===== config.mk =====
export PLATFORM = sky130hd
export DESIGN_NAME = key_expand_seq
export DESIGN_NICKNAME = d
export VERILOG_FILES = /design/src/rtl/key_expand_seq.sv
export SDC_FILE = /design/constraint.sdc
export NUM_CORES = 2
export LEC_CHECK = 0
export CORE_MARGIN = 1.5
export CORE_UTILIZATION = 50
export CTS_CLUSTER_SIZE = 12
export DETAILED_ROUTE_END_ITERATION = 10
export PLACE_DENSITY = 0.68
export SYNTH_ARGS = -nofsm -noshare
export SYNTH_HDL_FRONTEND = slang
export SYNTH_SLANG_ARGS = --single-unit

===== constraint.sdc =====
create_clock -name clk -period 42.1 [get_ports clk]
set_input_delay 6.315 -clock clk [delete_from_list [all_inputs] [get_ports clk]]
set_output_delay 6.315 -clock clk [all_outputs]
set_load 0.05 [all_outputs]

===== src/rtl/key_expand_seq.sv =====
// rtl/key_expand_seq.sv - AES-128 round-key sequencer emitting keys 0..10 over a valid/ready handshake
//
// aes_sbox       : AES forward S-box, one byte in, one byte out (combinational)
// aes_rcon       : round constant for round-key index rnd (0 -> 01000000 ... 9 -> 36000000)
// key_expand_seq : top level
//   clk      in   sole clock, rising edge
//   rst      in   asynchronous active-high reset
//   start    in   begin expanding key_in (honoured only in IDLE)
//   key_in   in   LENGTH-bit cipher key, w0 in the top word
//   rk_ready in   consumer accepts the current round key
//   rk_valid out  rk_out/rk_idx hold a valid round key
//   rk_out   out  current round key, same word order as key_in
//   rk_idx   out  index of the current round key, 0..10
//   busy     out  high while expanding
//   done     out  one-cycle pulse after round key 10 is accepted

module aes_sbox (
  input  logic [7:0] in,
  output logic [7:0] out
);
  function automatic logic [7:0] gf_mul(input logic [7:0] a, input logic [7:0] b);
    logic [7:0] p;
    logic [7:0] x;
    p = 8'h00;
    x = a;
    for (int i = 0; i < 8; i++) begin
      if (b[i]) p = p ^ x;
      x = {x[6:0], 1'b0} ^ (x[7] ? 8'h1b : 8'h00);
    end
    return p;
  endfunction

  // Multiplicative inverse as x^254 = x^2 * x^4 * ... * x^128; zero maps to zero.
  function automatic logic [7:0] gf_inv(input logic [7:0] a);
    logic [7:0] sq;
    logic [7:0] acc;
    sq  = a;
    acc = 8'h01;
    for (int i = 1; i < 8; i++) begin
      sq  = gf_mul(sq, sq);
      acc = gf_mul(acc, sq);
    end
    return acc;
  endfunction

  logic [7:0] inv;

  assign inv = gf_inv(in);
  // Affine step: b ^ rotl1 ^ rotl2 ^ rotl3 ^ rotl4 ^ 0x63.
  assign out = inv ^ {inv[6:0], inv[7]} ^ {inv[5:0], inv[7:6]}
             ^ {inv[4:0], inv[7:5]} ^ {inv[3:0], inv[7:4]} ^ 8'h63;
endmodule

module aes_rcon (
  input  logic [3:0]  rnd,
  output logic [31:0] rcon
);
  always_comb begin
    rcon = 32'h0;
    case (rnd)
      4'd0: rcon = 32'h01000000;
      4'd1: rcon = 32'h02000000;
      4'd2: rcon = 32'h04000000;
      4'd3: rcon = 32'h08000000;
      4'd4: rcon = 32'h10000000;
      4'd5: rcon = 32'h20000000;
      4'd6: rcon = 32'h40000000;
      4'd7: rcon = 32'h80000000;
      4'd8: rcon = 32'h1b000000;
      4'd9: rcon = 32'h36000000;
      default: rcon = 32'h0;
    endcase
  end
endmodule

module key_expand_seq #(
  parameter int BYTE   = 8,
  parameter int DWORD  = 32,
  parameter int LENGTH = 128
) (
  input  logic              clk,
  input  logic              rst,
  input  logic              start,
  input  logic [LENGTH-1:0] key_in,
  input  logic              rk_ready,
  output logic              rk_valid,
  output logic [LENGTH-1:0] rk_out,
  output logic [3:0]        rk_idx,
  output logic              busy,
  output logic              done
);
  typedef enum logic {IDLE = 1'b0, EXPAND = 1'b1} state_t;

  state_t state;
  state_t state_next;
  logic   load;
  logic   advance;
  logic   finish;

  logic [DWORD-1:0]  w0, w1, w2, w3;
  logic [DWORD-1:0]  rot, sub, rcon, t;
  logic [DWORD-1:0]  n0, n1, n2, n3;
  logic [LENGTH-1:0] next_key;

  assign w0 = rk_out[LENGTH-1         -: DWORD];
  assign w1 = rk_out[LENGTH-1-DWORD   -: DWORD];
  assign w2 = rk_out[LENGTH-1-2*DWORD -: DWORD];
  assign w3 = rk_out[DWORD-1:0];

  assign rot = {w3[DWORD-BYTE-1:0], w3[DWORD-1 -: BYTE]};

  for (genvar g = 0; g < DWORD / BYTE; g++) begin : g_sub
    aes_sbox u_sbox (
      .in  (rot[g*BYTE +: BYTE]),
      .out (sub[g*BYTE +: BYTE])
    );
  end

  // Rcon is indexed by the key currently held: index k produces key k+1.
  aes_rcon u_rcon (
    .rnd  (rk_idx),
    .rcon (rcon)
  );

  assign t        = sub ^ rcon;
  assign n0       = w0 ^ t;
  assign n1       = w1 ^ n0;
  assign n2       = w2 ^ n1;
  assign n3       = w3 ^ n2;
  assign next_key = {n0, n1, n2, n3};

  assign rk_valid = (state == EXPAND);
  assign busy     = (state == EXPAND);

  always_ff @(posedge clk or posedge rst) begin
    if (rst) state <= IDLE;
    else     state <= state_next;
  end

  always_comb begin
    state_next = state;
    load       = 1'b0;
    advance    = 1'b0;
    finish     = 1'b0;
    case (state)
      IDLE: begin
        if (start) begin
          load       = 1'b1;
          state_next = EXPAND;
        end
      end
      EXPAND: begin
        if (rk_ready) begin
          if (rk_idx == 4'd10) begin
            finish     = 1'b1;
            state_next = IDLE;
          end else begin
            advance = 1'b1;
          end
        end
      end
      default: state_next = IDLE;
    endcase
  end

  // rk_out/rk_idx keep key 10 in IDLE; only a new start or reset overwrites them.
  always_ff @(posedge clk or posedge rst) begin
    if (rst) begin
      rk_out <= '0;
      rk_idx <= 4'd0;
      done   <= 1'b0;
    end else begin
      done <= finish;
      if (load) begin
        rk_out <= key_in;
        rk_idx <= 4'd0;
      end else if (advance) begin
        rk_out <= next_key;
        rk_idx <= rk_idx + 4'd1;
      end
    end
  end
endmodule


==> flow_results.org <==
** Timing
- The clock arrives with 0.0523 ns of skew.
- Measured slew at the worst slew-check pin :: approximately 1.3 ns
- Setup violations remaining at the end of the flow were counted as 0.
- Summed negative setup slack over all endpoints :: 0 ns
- The number of pins exceeding their max-slew limit in the final report was 0.
- FMAX :: 49.3 MHz
- On the final layout, the worst hold slack is between 0.5 and 0.6 ns.
- Number of hold-slack violations in the final timing report :: 0
- Counting I/O delays and the setup requirement, the final critical path takes around 20 ns.
- Slew headroom :: 0.109
- Final period util :: 0.482
- Setup repair after global routing left no endpoint under its margin.

** Logic synthesis
- Counting flops and latches in the post-synthesis netlist gives approximately 130.
- When the netlist entered floorplanning its net count stood at ~8600.
- Among all cell types in the netlist, the one instantiated most often is xnor2_1.
- Count of synthesis-stage warnings from yosys :: 0
- Top cells by instance count after synthesis :: xnor2_1 (1686), nor2_1 (1058), nand2_1 (1005)
- Fraction of synthesized cell area taken by the top area cell type :: 0.237
- Synth Instances :: 8398
- Cell type with the highest aggregate area in the netlist :: xnor2_1
- Cell area after synthesis :: between 0.06 and 0.07 mm^2
- Sequential-to-total area share from yosys stat :: 0.0539
- Leading register cell type out of synthesis :: dfrtp_1
- Syn Area/Cell :: 7.41 um^2
- The synthesized netlist contains 108 unique library cells.
- By area the synthesized netlist is led by xnor2_1 (24%), xnor3_1 (11%), xor2_1 (6.6%).
- Number of synthesized flops with an enable pin :: 0
- Async set or reset register ratio after synthesis :: 1.00

** Hold path
- Counting instances, the worst hold path has a depth of 1.
- Worst hold path type :: reg -> reg

** Route
- In this run, the number of DRC markers left after iteration 0 of detailed routing was 6636.
- Length of the first detailed-routing pass in iterations :: 8
- In the routed design, unresolved DRC markers number 0.
- Mean number of vias per cell :: 6.05
- Routed wire length :: just over 200000 um
- After detailed routing, the average wire length per cell comes to 20.1 um.
- The count of nets left with antenna violations once routing finished came out at 0.
- Via count :: between 60000 and 70000

** Clocking
- The clock net in this run drives a total of 134 sinks.
- Buffers inserted to repair hold after CTS numbered 0.
- # H-tree levels :: 4
- After clock tree synthesis, the clock-pin slew on the worst setup and hold paths is approximately 0.08 ns.
- Source-to-sink clock delay at the later pin of the worst-skew pair :: about 0.57 ns
- TritonCTS built the clock tree.
- The number of setup buffers added after CTS is 0.
- In this run, CTS created clock tree buffers numbering 17.
- Gates resized during post-CTS repair numbered 0.
- Longest Clk Path Bufs :: 2
- Root buffer cell :: clkbuf_16

** Worst setup path
- The critical path is of the reg -> reg type.
- Capturing element type of the critical path :: register
- Data required time at the worst endpoint :: about 43 ns
- Data arrival time of the critical path :: about 21 ns
- Top fanout value on the critical path :: 27
- The largest single stage delay on the critical path is 0.88 ns.
- Most frequent CP cell :: xnor2_1
- Element type at the critical path start :: register
- For this design, the slowest cell found on the critical path is clkinv_1.
- Depth of the worst register-to-register path :: 57

** Layout
- Share of post-route cells with drive strength above 1 :: 0.0753
- In the final layout, flip-flops and latches occupy 0.00335 mm^2.
- In the final layout, the multi-input gates occupy 0.0565 mm^2.
- Area growth from synthesis to final layout :: 8.46%
- Filler Cells Inserted :: 11779
- In the final design database the tool counted 8509 nets.

** Placement
- Routability-driven placement congestion ratio :: 0.949
- Final HPWL DP :: 147000 um
- In this run the tool buffered the top-level ports with about 270 buffer cells.

** Global route
- Number of global-route vias before repair :: 55834
- Pin count of the biggest net entering global routing :: about 130
- Number of antenna violations at the first check in global routing :: 10
- Total gr overflow :: 0
- Overall Global Routing Usage :: 0.306
- Global-route wire length before repair :: about 320000 um

** Floorplanning
- Floorplan row count :: between 100 and 150
- Initial core utilization :: 0.504
- The core region is 0.124 mm^2.
- Measured along the x axis, the die boundary spans around 360 um.
- Die outline area :: around 0.13 mm^2
- During I/O placement, the number of pins put on the boundary was 267.
- DIE HEIGHT :: around 360 um

** Status
- Run status :: complete, no violations

** Run
- Max-cap violations in this run came to 0.
per-layer routing:
layer	track usage	wire length, um	vias up
li1	-	-	28655
met1	0.432	89100	28899
met2	0.480	90200	2670
met3	0.0439	17000	317
met4	0.0874	5090	4
met5	0	23	-
flip-flops by register name (all words and copies together) (netlist names):
signal,flops
busy,1
rk_out,128
rk_idx,4
done,1
stage by stage:
step	cell area, um^2	setup WS [ns]	std cells	util
detailed placement	66900	22.27	9970	0.541
finish	67500	21.81	10010	0.546
global route	67500	20.36	10005	0.546
global placement	66900	22.87	9970	0.541
CTS	67500	22.20	10002	0.546
floorplan	62300	26.15	8398	-
logic make-up (layout without fill, tap and decap cells):
family / Yosys count / count (layout) / synth area share
AOI/OAI and AO/OA: 1819 / 1819 / 0.186
xor gates and xnor gates: 2645 / 2645 / 0.471
adders and majority gates: 28 / 28 / 0.00551
buffers and inverters: 709 / 676 / 0.0474
DFF: 134 / 134 / 0.0539
muxes: 245 / 245 / 0.0415
other: 0 / 8 / 0
and+or+nand+nor: 2818 / 2818 / 0.195
layout make-up:
| type | count | area share |
|---|---|---|
| clock buffers | 18 | 0.00650 |
| multi-input cells | 7555 | 0.837 |
| inverters | 132 | 0.00741 |
| diodes | 8 | 0.000296 |
| flip-flops and latches | 134 | 0.0497 |
| repair buffers | 512 | 0.0670 |
| clock inverters | 14 | 0.00198 |
| well taps | 1637 | 0.0303 |
cell usage in the layout, fill, tap and decap left out, types with 41 or more instances in the layout:
| cell | n |
|---|---|
| mux2i_1 | 196 |
| o22ai_1 | 124 |
| xor2_2 | 41 |
| nand3_1 | 152 |
| buf_4 | 245 |
| nor2_1 | 1057 |
| a21oi_1 | 489 |
| nand2b_1 | 75 |
| a22oi_1 | 86 |
| xor2_1 | 458 |
| a211oi_1 | 56 |
| xnor2_2 | 136 |
| o211ai_1 | 68 |
| mux2_2 | 41 |
| clkdlybuf4s50_1 | 266 |
| o21ai_0 | 448 |
| and2_1 | 49 |
| xor3_1 | 41 |
| nand2_1 | 1004 |
| nor3_1 | 197 |
| dfrtp_1 | 134 |
| a221o_1 | 48 |
| inv_1 | 111 |
| a31oi_1 | 67 |
| xnor2_1 | 1637 |
| nor2b_1 | 94 |
| xnor3_1 | 289 |
critical path: cells and delay by family, from the launching register on:
family,cells,cell delay (ns)
AND/OR/NAND/NOR,14,3.71
buffers and inverters,4,1.72
AO/OA/AOI/OAI,16,4.63
flip-flops,1,0.69
XOR/XNOR,16,6.46
adder cells (fa/ha/maj),4,2.33
multiplexers,3,0.63
final timing paths:
check / start / endpoint / slack (ns)
hold / removal: rk_out[96]$_DFFE_PP0P_ / rk_out[96]$_DFFE_PP0P_ / 0.56
setup / recovery: rk_out[23]$_DFFE_PP0P_ / rk_out[24]$_DFFE_PP0P_ / 21.81
hold reg to reg: rk_out[96]$_DFFE_PP0P_ / rk_out[96]$_DFFE_PP0P_ / 0.56
min in group asynchronous: rst / rk_out[2]$_DFFE_PP0P_ / 6.39
setup reg to reg: rk_out[23]$_DFFE_PP0P_ / rk_out[24]$_DFFE_PP0P_ / 21.81
max in group asynchronous: rst / rk_out[90]$_DFFE_PP0P_ / 34.30
Power is not shown: default switching activity piles up to over one toggle a cycle in this logic, so the estimate is an artifact.
